$ cat src/rtl/slow_hold_timer_pkg.sv
// Shared types and constants for the slow-device hold timer.
// Optional hit counter is enabled with SLOW_HITCNT_EN.
package slow_pkg;

  typedef enum logic [1:0] {
    IDLE   = 2'd0,
    ACCESS = 2'd1,
    HOLD   = 2'd2
  } state_e;

  localparam int unsigned TICK_DIV_DEF = 16;
  localparam int unsigned TMO_W        = 4;
  localparam int unsigned HIT_W        = 8;

endpackage

$ cat src/rtl/slow_hold_timer_if.sv
// Bus-cycle decode, slow settings and slow-mode requests.
// SLOW_HITCNT_EN adds ClrHits/SlowHits.
interface slow_hold_timer_if;
  import slow_pkg::*;

  logic             BACT;
  logic             IACKCyc;
  logic             VIACS;
  logic             IWMCS;
  logic             SCCCS;
  logic             SCSICS;
  logic             SndCyc;
  logic             SlowIACK;
  logic             SlowVIA;
  logic             SlowIWM;
  logic             SlowSCC;
  logic             SlowSCSI;
  logic             SlowSnd;
  logic             SlowClockGate;
  logic [TMO_W-1:0] SlowTimeout;
  logic             Slow;
  logic             ClockGate;
`ifdef SLOW_HITCNT_EN
  logic             ClrHits;
  logic [HIT_W-1:0] SlowHits;

  modport master (
    output BACT, IACKCyc, VIACS, IWMCS,
    output SCCCS, SCSICS, SndCyc,
    output SlowIACK, SlowVIA, SlowIWM,
    output SlowSCC, SlowSCSI, SlowSnd,
    output SlowClockGate, SlowTimeout,
    output ClrHits,
    input  Slow, ClockGate, SlowHits
  );

  modport slave (
    input  BACT, IACKCyc, VIACS, IWMCS,
    input  SCCCS, SCSICS, SndCyc,
    input  SlowIACK, SlowVIA, SlowIWM,
    input  SlowSCC, SlowSCSI, SlowSnd,
    input  SlowClockGate, SlowTimeout,
    input  ClrHits,
    output Slow, ClockGate, SlowHits
  );
`else
  modport master (
    output BACT, IACKCyc, VIACS, IWMCS,
    output SCCCS, SCSICS, SndCyc,
    output SlowIACK, SlowVIA, SlowIWM,
    output SlowSCC, SlowSCSI, SlowSnd,
    output SlowClockGate, SlowTimeout,
    input  Slow, ClockGate
  );

  modport slave (
    input  BACT, IACKCyc, VIACS, IWMCS,
    input  SCCCS, SCSICS, SndCyc,
    input  SlowIACK, SlowVIA, SlowIWM,
    input  SlowSCC, SlowSCSI, SlowSnd,
    input  SlowClockGate, SlowTimeout,
    output Slow, ClockGate
  );
`endif

endinterface

$ cat src/rtl/slow_hold_timer_prescaler.sv
// Timeout tick divider: counts 0..DIV-1 while enabled,
// one-cycle tick on the last count, clear has priority.
module slow_prescaler #(
  parameter int unsigned DIV = 16
) (
  input  logic clk,
  input  logic rst_n,
  input  logic clr_i,
  input  logic en_i,
  output logic tick_o
);

  localparam int unsigned W = $clog2(DIV);
  localparam logic [W-1:0] LAST = W'(DIV - 1);

  logic [W-1:0] cnt_q, cnt_d;

  always_comb begin
    cnt_d = cnt_q;
    if (clr_i) begin
      cnt_d = '0;
    end else if (en_i) begin
      cnt_d = (cnt_q == LAST) ? '0 : cnt_q + 1'b1;
    end
  end

  always_ff @(posedge clk or negedge rst_n) begin
    if (!rst_n) begin
      cnt_q <= '0;
    end else begin
      cnt_q <= cnt_d;
    end
  end

  assign tick_o = en_i & ~clr_i & (cnt_q == LAST);

endmodule

$ cat src/rtl/slow_hold_timer.sv
// Requests slow bus mode on slow-device accesses and holds it for
// SlowTimeout*TICK_DIV clocks after the access; SLOW_HITCNT_EN adds a hit counter.
module slow_hold_timer
  import slow_pkg::*;
#(
  parameter int unsigned TICK_DIV = TICK_DIV_DEF
) (
  input logic              CLK,
  input logic              nPOR,
  slow_hold_timer_if.slave bus
);

  state_e           state_q, state_d;
  logic [TMO_W-1:0] cnt_q, cnt_d;
  logic             slow_q, gate_q;
  logic             hit, tick, in_hold, slow_d;

  assign hit = bus.BACT & (
      (bus.IACKCyc & bus.SlowIACK)
    | (bus.VIACS   & bus.SlowVIA)
    | (bus.IWMCS   & bus.SlowIWM)
    | (bus.SCCCS   & bus.SlowSCC)
    | (bus.SCSICS  & bus.SlowSCSI)
    | (bus.SndCyc  & bus.SlowSnd));

  assign in_hold = (state_q == HOLD);

  // Prescaler only runs in HOLD, so every hold starts on a fresh tick.
  slow_prescaler #(
    .DIV(TICK_DIV)
  ) u_pre (
    .clk   (CLK),
    .rst_n (nPOR),
    .clr_i (~in_hold),
    .en_i  (in_hold),
    .tick_o(tick)
  );

  always_comb begin
    state_d = state_q;
    cnt_d   = cnt_q;
    unique case (state_q)
      IDLE: begin
        if (hit) state_d = ACCESS;
      end
      ACCESS: begin
        if (!bus.BACT) begin
          cnt_d   = bus.SlowTimeout;
          state_d = (bus.SlowTimeout == '0) ? IDLE : HOLD;
        end
      end
      HOLD: begin
        if (hit) begin
          state_d = ACCESS;
        end else if (tick) begin
          cnt_d = cnt_q - 1'b1;
          if (cnt_q == TMO_W'(1)) state_d = IDLE;
        end
      end
      default: state_d = IDLE;
    endcase
  end

  assign slow_d = (state_d != IDLE);

  always_ff @(posedge CLK or negedge nPOR) begin
    if (!nPOR) begin
      state_q <= IDLE;
      cnt_q   <= '0;
      slow_q  <= 1'b0;
      gate_q  <= 1'b0;
    end else begin
      state_q <= state_d;
      cnt_q   <= cnt_d;
      slow_q  <= slow_d;
      gate_q  <= slow_d & bus.SlowClockGate;
    end
  end

  assign bus.Slow      = slow_q;
  assign bus.ClockGate = gate_q;

`ifdef SLOW_HITCNT_EN
  logic [HIT_W-1:0] hits_q, hits_d;
  logic             enter_acc;

  assign enter_acc = (state_d == ACCESS) & (state_q != ACCESS);

  always_comb begin
    hits_d = hits_q;
    if (bus.ClrHits) begin
      hits_d = '0;
    end else if (enter_acc && hits_q != '1) begin
      hits_d = hits_q + 1'b1;
    end
  end

  always_ff @(posedge CLK or negedge nPOR) begin
    if (!nPOR) begin
      hits_q <= '0;
    end else begin
      hits_q <= hits_d;
    end
  end

  assign bus.SlowHits = hits_q;
`endif

endmodule

$ cat src/flat_wrapper.sv
// flat-port wrapper written by rule: the top's interface ports become plain ports
module slow_hold_timer_flat import slow_pkg::*;
#(
  parameter int unsigned TICK_DIV = TICK_DIV_DEF
)
  (CLK, nPOR, bus_BACT, bus_IACKCyc, bus_VIACS, bus_IWMCS, bus_SCCCS, bus_SCSICS, bus_SndCyc, bus_SlowIACK, bus_SlowVIA, bus_SlowIWM, bus_SlowSCC, bus_SlowSCSI, bus_SlowSnd, bus_SlowClockGate, bus_SlowTimeout, bus_Slow, bus_ClockGate);
  slow_hold_timer_if bus_i ();
  input logic CLK;
  input logic nPOR;
  input wire logic [$bits(bus_i.BACT)-1:0] bus_BACT;
  input wire logic [$bits(bus_i.IACKCyc)-1:0] bus_IACKCyc;
  input wire logic [$bits(bus_i.VIACS)-1:0] bus_VIACS;
  input wire logic [$bits(bus_i.IWMCS)-1:0] bus_IWMCS;
  input wire logic [$bits(bus_i.SCCCS)-1:0] bus_SCCCS;
  input wire logic [$bits(bus_i.SCSICS)-1:0] bus_SCSICS;
  input wire logic [$bits(bus_i.SndCyc)-1:0] bus_SndCyc;
  input wire logic [$bits(bus_i.SlowIACK)-1:0] bus_SlowIACK;
  input wire logic [$bits(bus_i.SlowVIA)-1:0] bus_SlowVIA;
  input wire logic [$bits(bus_i.SlowIWM)-1:0] bus_SlowIWM;
  input wire logic [$bits(bus_i.SlowSCC)-1:0] bus_SlowSCC;
  input wire logic [$bits(bus_i.SlowSCSI)-1:0] bus_SlowSCSI;
  input wire logic [$bits(bus_i.SlowSnd)-1:0] bus_SlowSnd;
  input wire logic [$bits(bus_i.SlowClockGate)-1:0] bus_SlowClockGate;
  input wire logic [$bits(bus_i.SlowTimeout)-1:0] bus_SlowTimeout;
  output wire logic [$bits(bus_i.Slow)-1:0] bus_Slow;
  output wire logic [$bits(bus_i.ClockGate)-1:0] bus_ClockGate;
  assign bus_i.BACT = bus_BACT;
  assign bus_i.IACKCyc = bus_IACKCyc;
  assign bus_i.VIACS = bus_VIACS;
  assign bus_i.IWMCS = bus_IWMCS;
  assign bus_i.SCCCS = bus_SCCCS;
  assign bus_i.SCSICS = bus_SCSICS;
  assign bus_i.SndCyc = bus_SndCyc;
  assign bus_i.SlowIACK = bus_SlowIACK;
  assign bus_i.SlowVIA = bus_SlowVIA;
  assign bus_i.SlowIWM = bus_SlowIWM;
  assign bus_i.SlowSCC = bus_SlowSCC;
  assign bus_i.SlowSCSI = bus_SlowSCSI;
  assign bus_i.SlowSnd = bus_SlowSnd;
  assign bus_i.SlowClockGate = bus_SlowClockGate;
  assign bus_i.SlowTimeout = bus_SlowTimeout;
  assign bus_Slow = bus_i.Slow;
  assign bus_ClockGate = bus_i.ClockGate;
  slow_hold_timer #(.TICK_DIV(TICK_DIV)) u_core (.CLK(CLK), .nPOR(nPOR), .bus(bus_i));
endmodule
$ cat config.mk
export PLATFORM = sky130hd
export DESIGN_NAME = slow_hold_timer_flat
export DESIGN_NICKNAME = d
export VERILOG_FILES = /design/src/rtl/slow_hold_timer_pkg.sv /design/src/rtl/slow_hold_timer_if.sv /design/src/rtl/slow_hold_timer_prescaler.sv /design/src/rtl/slow_hold_timer.sv /design/src/flat_wrapper.sv
export SDC_FILE = /design/constraint.sdc
export NUM_CORES = 1
export LEC_CHECK = 0
export BUFFER_PORTS_ARGS = -buffer_cell sky130_fd_sc_hd__buf_2
export CAP_MARGIN = 20
export CORE_MARGIN = 4
export CORE_UTILIZATION = 48
export CTS_CLUSTER_SIZE = 25
export DETAILED_ROUTE_END_ITERATION = 7
export PLACE_DENSITY = 0.73
export SYNTH_ARGS = -nofsm -noshare
export SYNTH_HDL_FRONTEND = slang
export SYNTH_SLANG_ARGS = --single-unit
$ cat constraint.sdc
create_clock -name CLK -period 2.4 [get_ports CLK]
set_clock_uncertainty 0.2 [all_clocks]
set_input_delay 0.12 -clock CLK [delete_from_list [all_inputs] [get_ports CLK]]
set_output_delay 0.12 -clock CLK [all_outputs]
set_load 0.01 [all_outputs]
# Word level (Yosys, flattened, before mapping)
# Cells that the tools add are included.
[word_totals]
ff_bits = 12
input_bits = 20
wordCells = 46
[classes]
add_sub_neg = 2
n_eq_ne = 7
n_mux = 13
bitwise_logic = 14
n_reduce_logical = 5
[op_table]
columns = ["cell", "n"]
rows = [
  ["$mux W4", 5],
  ["$mux W2", 6],
  ["$and A1 B1 Y1", 9],
  ["$pmux W4 S2", 1],
  ["$pmux W2 S3", 1],
  ["$or A1 B1 Y1", 5],
  ["$add A4 B1 Y4 const B", 1],
  ["$eq A4 B1 Y1 const B", 1],
  ["$eq A4 B4 Y1 const B", 1],
  ["$logic_not A4 Y1", 1],
  ["$ne A2 B2 Y1 const B", 2],
  ["$reduce_and A4 Y1", 1],
  ["$reduce_bool A2 Y1", 2],
  ["$sub A4 B1 Y4 const B", 1],
  ["$eq A2 B1 Y1 const B", 1],
  ["$eq A2 B2 Y1 const B", 1],
  ["$logic_not A2 Y1", 1],
  ["$ne A2 B1 Y1 const B", 1],
]

# Longest topological paths before layout
# Gate-level depths: netlist of the first run.
[depth]
word_depth = 11
mapped_depth = 5
depth_no_buf = 5

# Cells and area by module
# From an unflattened synthesis of the first run, not the netlist that was laid out.
[unflattened]
cells_unflattened = 77
hier_area_um2 = 774.5
[modules_own_cells]
columns = ["module", "n_inst", "cells_each", "area_per_inst_um2", "seq_area_each_um2"]
rows = [
  ["slow_hold_timer", 1, 55, 568.0, 200.2],
  ["slow_prescaler", 1, 22, 206.4, 100.1],
]

# Worst setup path after synthesis of the first run
# No wires, ideal clock.
[synth_timing]
kind = "reg-to-reg"
from = "reg u_core.u_pre.cnt_q[0]"
to = "reg u_core.cnt_q[2]"
arrival_time_ns = 1.412
setup_slack_ns = 0.664
path_stages_with_launch = 6
path_cell_list = "dfrtp_1 > ha_1 > and3_2 > a2bb2oi_4 > nor4b_1 > a211o_1"
[synth_between]
elab_chain_len = 4
[synth_lines]
columns = ["item", "line_no", "source"]
rows = [
  ["from (decl)", "slow_hold_timer_prescaler.sv:16", "logic [W-1:0] cnt_q, cnt_d;"],
  ["from (signal assigned)", "slow_hold_timer_prescaler.sv:31", "cnt_q <= cnt_d;"],
  ["$eq A4 B4 Y1", "slow_hold_timer_prescaler.sv:35", "assign tick_o = en_i & ~clr_i & (cnt_q == LAST);"],
  ["$and A1 B1 Y1", "slow_hold_timer_prescaler.sv:35", ""],
  ["$ne A2 B1 Y1 (no line)", "--", ""],
  ["$reduce_and A4 Y1 (no line)", "--", ""],
  ["to (signal assigned)", "slow_hold_timer.sv:74", "cnt_q <= cnt_d;"],
  ["to (decl)", "slow_hold_timer.sv:14", "logic [TMO_W-1:0] cnt_q, cnt_d;"],
]
# No other way between the ends.
# A chain may end at the register's enable or synchronous reset.

# Final worst setup path of the first run
# Ends and elaborated chain as after synthesis.

==> results of run 1 <==
layout make-up:
cell class / count / share of cell area
multi-input cells: 48 / 0.411
inverters: 6 / 0.0264
repair buffers: 23 / 0.147
well taps: 15 / 0.0220
flip-flops and latches: 12 / 0.352
clock buffers: 4 / 0.0425
routing by layer:
metal / routed length (µm) / vias up / GRT usage
met1: 641 / 312 / 0.198
met4: 15 / 0 / 0.0966
met3: 82 / 2 / 0.0435
met2: 774 / 17 / 0.290
li1: - / 304 / -
met5: 0 / - / 0
flip-flops by register name (all words and copies together), names as in the netlist:
name and cells:
u_core.u_pre.cnt_q 4, u_core.bus.Slow 1, u_core.cnt_q 4, u_core.bus.ClockGate 1, u_core.state_q 2
cell families (layout without fill, tap and decap cells):
| group | Yosys count | after routing | synth area share |
|---|---|---|---|
| buffers and inverters | 7 | 33 | 0.0494 |
| adder cells (fa/ha/maj) | 3 | 3 | 0.0549 |
| AND/OR/NAND/NOR | 21 | 21 | 0.163 |
| XOR/XNOR | 1 | 1 | 0.0128 |
| multiplexers | 1 | 1 | 0.0146 |
| AO/OA/AOI/OAI | 22 | 22 | 0.267 |
| flip-flops | 12 | 12 | 0.439 |
power breakdown:
part	internal (µW)	total, µW	switching (µW)	leakage, µW
Clock	92.3	163	71.2	0.0000210
Sequential	229	254	24.6	0.000150
Combinational	62.3	125	62.4	0.000267
metrics by stage:
step | instances | setup slack [ns] | instance area, µm² | hold WS (ns)
after floorplan | 67 | 0.664 | 684 | -0.376
after global routing | 108 | 0.501 | 853 | 0.0559
after CTS | 108 | 0.562 | 853 | 0.0275
after detailed placement | 102 | 0.577 | 797 | -0.182
after global placement | 102 | 0.613 | 797 | -0.189
final | 108 | 0.556 | 853 | 0.0357
worst reg2reg max path, cell delays in order, from the launching register on:
cell       delay [ns]
dfrtp_1          0.42
ha_1             0.25
and3_2           0.25
a2bb2oi_4        0.24
nor4b_1          0.09
a211o_1          0.29
cells in the final DEF (no fill, tap or decap), drive strengths merged, types with 2 or more instances in the layout:
cell type    Yosys  layout
a22oi            3       3
a31oi            6       6
buf              1      21
clkbuf           0       4
dfrtp           12      12
dlygate4sd3      0       2
ha               3       3
inv              6       6
nand2            4       4
nor2             5       5
nor3             3       3
o22a             3       3
worst min path at each step:
stage | cells past startpoint | endpoint | start | slack [ns]
2_1_floorplan | 0 | u_core.bus.ClockGate | nPOR | -0.38
3_3_place_gp | 1 | u_core.cnt_q[3] | nPOR | -0.19
3_5_place_dp | 1 | u_core.cnt_q[3] | nPOR | -0.18
4_1_cts | 4 | u_core.cnt_q[2] | bus_SlowTimeout[2] | 0.03
5_1_grt | 3 | u_core.state_q[0] | bus_BACT | 0.06
6_report | 4 | u_core.cnt_q[2] | bus_SlowTimeout[2] | 0.04
==> out/metrics.csv, run 1 <==
metric,value,unit
grt_first_pass_wirelength,2530,µm
fill_cells,117,
reg2reg_slack,0.56,ns
portBuffers,21,
antennaDiodeCount,0,
synth-main-ff-cell,dfrtp_1,
ys_seq_elements,12,
synth_top_area_cell,dfrtp_1,
syn_avg_cell_area,10.2,µm²
ctsHoldBuffers,2,
async_reset_ff_frac,1.00,
grt_max_degree,13,
vias,635,
wl_per_cell,14.0,µm
synth_cell_types,31,
critPathTopFamily,compound AO/OA/AOI/OAI gates,
ys_top_cells_by_area,"dfrtp_1 (44%), a31oi_1 (5.5%), ha_1 (5.5%)",
fmax,0.542,GHz
period_minus_slack,1.84,ns
track_usage,0.173,
pin_count,22,
synthesis.instances,67,
r2r_cells,5,
clkTransAtPathRegs,0.08,ns
clock_path_buffers,2,
drive_gt1_frac,0.312,
rsz0062_at_grt,false,
syn_nets,90,
slew_headroom,0.710,
clock_latency,0.28,ns
startpoint_type,flip-flop,
finalWirelength,1510,µm
gp_congestion,0.783,
crit_cells,5,
vias_per_cell,5.88,
hp-class,in2reg,
synth_most_common_cell,dfrtp_1,
yosysWarnings,0,
worst_ep_required_time,2.37,ns
cts_resized,0,
finalHoldViolCount,0,
cp_max_fo,7,
path_cells,ha_1 > and3_2 > a2bb2oi_4 > nor4b_1 > a211o_1,
drtPass1Iterations,4,
cts_buffers,3,
synth_common_cells,"dfrtp_1 (12), a31oi_1 (6), inv_1 (6)",
critical_path.endpoint,u_core.cnt_q[2],
crit_type,reg2reg,
worst_r2r_startpoint,u_core.u_pre.cnt_q[0],
power_leakage,0.000438,µW
multi_input_area,350,µm²
cp.arrival,1.81,ns
die_h,45.8,µm
post_cts_buffers,0,
ir_drop,0.000381,V
drv_slew,0,
die_area,2090,µm²
synth.top_cell.area_share,0.439,
cts_tree,done,
cp-end-kind,flip-flop,
cts-root-buf,clkbuf_4,
antenna_found_initial,0,
tightest_slew,0.433,ns
drv_cap,0,
antenna_left,0,
ys_seq_area_frac,0.439,
slowest_delay,0.42,ns
htree_levels,1,
power_density,635,nW/µm²
grt_pass1_vias,616,
fin_setup_tns,0,ns
status,finished clean,
post-route-util,0.648,
remaining_drc_errors,0,
register_area,300,µm²
final_nets,117,
initial_core_util,0.519,
finalSetupViolCount,0,
grt-ovfl-total,0,
crit_buf_inv,0,
timing.critical_path.from,u_core.u_pre.cnt_q[0],
drt-initial-drc-count,13,
syn_to_final_growth,24.7,%
reg2reg_to,u_core.cnt_q[2],
synth_edf_count,0,
coreArea,1320,µm²
finalCritPeriodShare,0.768,
cts.sinks,12,
total_power,542,µW
syn-cell-area,684,µm²
cpMaxStageDelayCell,dfrtp_1,
die_w,45.8,µm
hpwlAfterDp,1150,µm
rows,13,
Power figures use the tool's default switching activity.
==> run 2, diff against run 1 <==
--- a/config.mk
+++ b/config.mk
@@ -8,10 +8,10 @@
 export BUFFER_PORTS_ARGS = -buffer_cell sky130_fd_sc_hd__buf_2
 export CAP_MARGIN = 20
 export CORE_MARGIN = 4
-export CORE_UTILIZATION = 48
+export CORE_UTILIZATION = 43
 export CTS_CLUSTER_SIZE = 25
 export DETAILED_ROUTE_END_ITERATION = 7
-export PLACE_DENSITY = 0.73
+export PLACE_DENSITY = 0.69
 export SYNTH_ARGS = -nofsm -noshare
 export SYNTH_HDL_FRONTEND = slang
 export SYNTH_SLANG_ARGS = --single-unit
==> constraint.sdc (replaced) <==
create_clock -name CLK -period 1.5 [get_ports CLK]
set_clock_uncertainty 0.2 [all_clocks]
set_input_delay 0.075 -clock CLK [delete_from_list [all_inputs] [get_ports CLK]]
set_output_delay 0.075 -clock CLK [all_outputs]
set_load 0.01 [all_outputs]
==> run 2 against run 1 <==
  * The flow now finishes with violations (negative setup slack)
  * Register-to-register slack worse by 0.63 ns
  * Critical path depth unchanged
  * Worst hold slack worse by 0.034 ns
  * Critical endpoint is now u_core.u_pre.cnt_q[3]
==> out/metrics.csv, run 2 (synthesized netlist as in run 1, its figures left out) <==
metric,value,unit,change
power_density,928,nW/µm²,+46%
fill_cells,126,,+7.7%
hpwlAfterDp,1280,µm,+11%
timing.critical_path.from,u_core.u_pre.cnt_q[0],,
slowest_delay,0.39,ns,-0.03 ns
initial_core_util,0.454,,-0.0651
drtPass1Iterations,4,,unchanged
critPathTopFamily,compound AO/OA/AOI/OAI gates,,
grt_max_degree,13,,unchanged
die_w,47.9,µm,+4.7%
multi_input_area,368,µm²,+5.0%
slew_headroom,0.767,,+0.0575
clock_latency,0.27,ns,about the same
remaining_drc_errors,0,,unchanged
cts.sinks,12,,unchanged
cts_tree,done,,
htree_levels,1,,unchanged
clkTransAtPathRegs,0.08,ns,about the same
antenna_left,0,,unchanged
status,"complete, but fails checks",,
register_area,300,µm²,unchanged
die_h,47.9,µm,+4.7%
finalNonFillerCells,122,,+13%
pin_count,22,,unchanged
portBuffers,21,,unchanged
worst_r2r_startpoint,u_core.u_pre.cnt_q[0],,
cp_max_fo,2,,-5
drt-initial-drc-count,19,,+6
mostFrequentLayoutCell,buf_2,,
syn_to_final_growth,42.4,%,
cts-root-buf,clkbuf_4,,
track_usage,0.176,,+0.00279
startpoint_type,flip-flop,,
finalSetupViolCount,5,,+5
vias_per_cell,5.45,,-7.3%
grt-ovfl-total,0,,unchanged
wl_per_cell,13.6,µm,-3.2%
cpMaxStageDelayCell,dfrtp_1,,
vias,665,,+4.7%
ir_drop,0.000840,V,+120%
coreArea,1510,µm²,+14%
worst_ep_required_time,1.46,ns,-0.91 ns
finalHoldViolCount,0,,unchanged
tightest_slew,0.346,ns,-0.0875 ns
grt_pass1_vias,653,,+6.0%
drv_slew,0,,unchanged
cp.arrival,1.54,ns,-0.27 ns
crit_buf_inv,2,,+2
timing.final.ws_setup,-0.0786,ns,-0.635 ns
violations,negative setup slack,,
reg2reg_to,u_core.u_pre.cnt_q[3],,
period_minus_slack,1.58,ns,-0.265 ns
crit_type,reg2reg,,
antenna_found_initial,0,,unchanged
die_area,2290,µm²,+9.5%
cpMostUsedCell,buf_4,,
antennaDiodeCount,0,,unchanged
cts_buffers,3,,unchanged
final_cell_mix,"buf_2 (21), dfrtp_1 (12), buf_4 (11)",,
clock_path_buffers,2,,unchanged
reg_top3,"u_core.cnt_q x4, u_core.u_pre.cnt_q x4, u_core.state_q x2",,
power_leakage,0.000499,µW,+14%
drv_cap,0,,unchanged
rsz0062_at_grt,true,,
post-route-util,0.647,,-0.000663
fmax,0.633,GHz,+17%
gp_congestion,0.810,,+3.5%
final_nets,130,,+11%
cp-end-kind,flip-flop,,
finalCritPeriodShare,1.05,,+0.284
reg2reg_slack,-0.08,ns,-0.63 ns
r2r_cells,5,,unchanged
grt_first_pass_wirelength,2710,µm,+7.1%
finalWirelength,1650,µm,+9.3%
path_cells,ha_2 > buf_4 > buf_4 > a21o_1 > a311oi_1,,
crit_cells,5,,unchanged
rows,14,,+1
hp-class,in2async,,
dp_cells,110,,+7.8%
drive_gt1_frac,0.406,,+0.0938
==> run 2: how the worst max path moves through the flow <==
stage	slack (ns)	endpoint
global route	-0.14	u_core.cnt_q[2]
global placement	-0.07	u_core.cnt_q[2]
CTS	-0.09	u_core.cnt_q[2]
detailed placement	-0.1	u_core.cnt_q[2]
floorplan	-0.07	u_core.cnt_q[2]
finish	-0.08	u_core.u_pre.cnt_q[3]
==> run 2: per-stage QoR <==
step / setup TNS, ns / area, µm² / hold WS, ns / worst slack, ns / power, µW
6_report: -0.249 / 975 / 0.00154 / -0.0786 / 905
5_1_grt: -0.650 / 975 / 0.0108 / -0.140 / 973
4_1_cts: -0.237 / 955 / 0.00744 / -0.0918 / 910
3_5_place_dp: -0.234 / 863 / -0.228 / -0.0952 / 634
3_3_place_gp: -0.158 / 863 / -0.231 / -0.0738 / 625
2_1_floorplan: -0.0945 / 697 / -0.421 / -0.0663 / 544
==> run 2: repair_timing <==
action,CTS,global route
resized for setup,0,1
setup endpoints to repair,4,7
gates cloned,0,0
pin swaps,3,2
endpoints found under the hold margin,16,0
hold buffers,4,0
buffers inserted,2,2
==> run 2: final cells by class <==
type | instances | area share
Timing Repair Buffer | 36 | 0.234
Sequential cell | 12 | 0.308
Multi-Input combinational cell | 48 | 0.377
Tap cell | 16 | 0.0205
Clock buffer | 4 | 0.0372
Inverter | 6 | 0.0231
==> run 2: per-layer routing <==
metal / global-route usage / up-vias / share of wire
met5: 0 / - / 0
met4: 0.0645 / 0 / 0
met3: 0.0451 / 0 / 0.047
met2: 0.314 / 15 / 0.53
met1: 0.198 / 315 / 0.42
li1: - / 335 / -
==> run 2: worst reg2reg max path, cell delays in order (launching register included) <==
cell	delay, ns
dfrtp_1	0.39
ha_2	0.19
buf_4	0.13
buf_4	0.13
a21o_1	0.15
a311oi_1	0.30
==> run 2: power by group <==
group	switching, µW	internal [µW]
combinational	109	124
clock	111	148
sequential	46.0	367
total	266	639
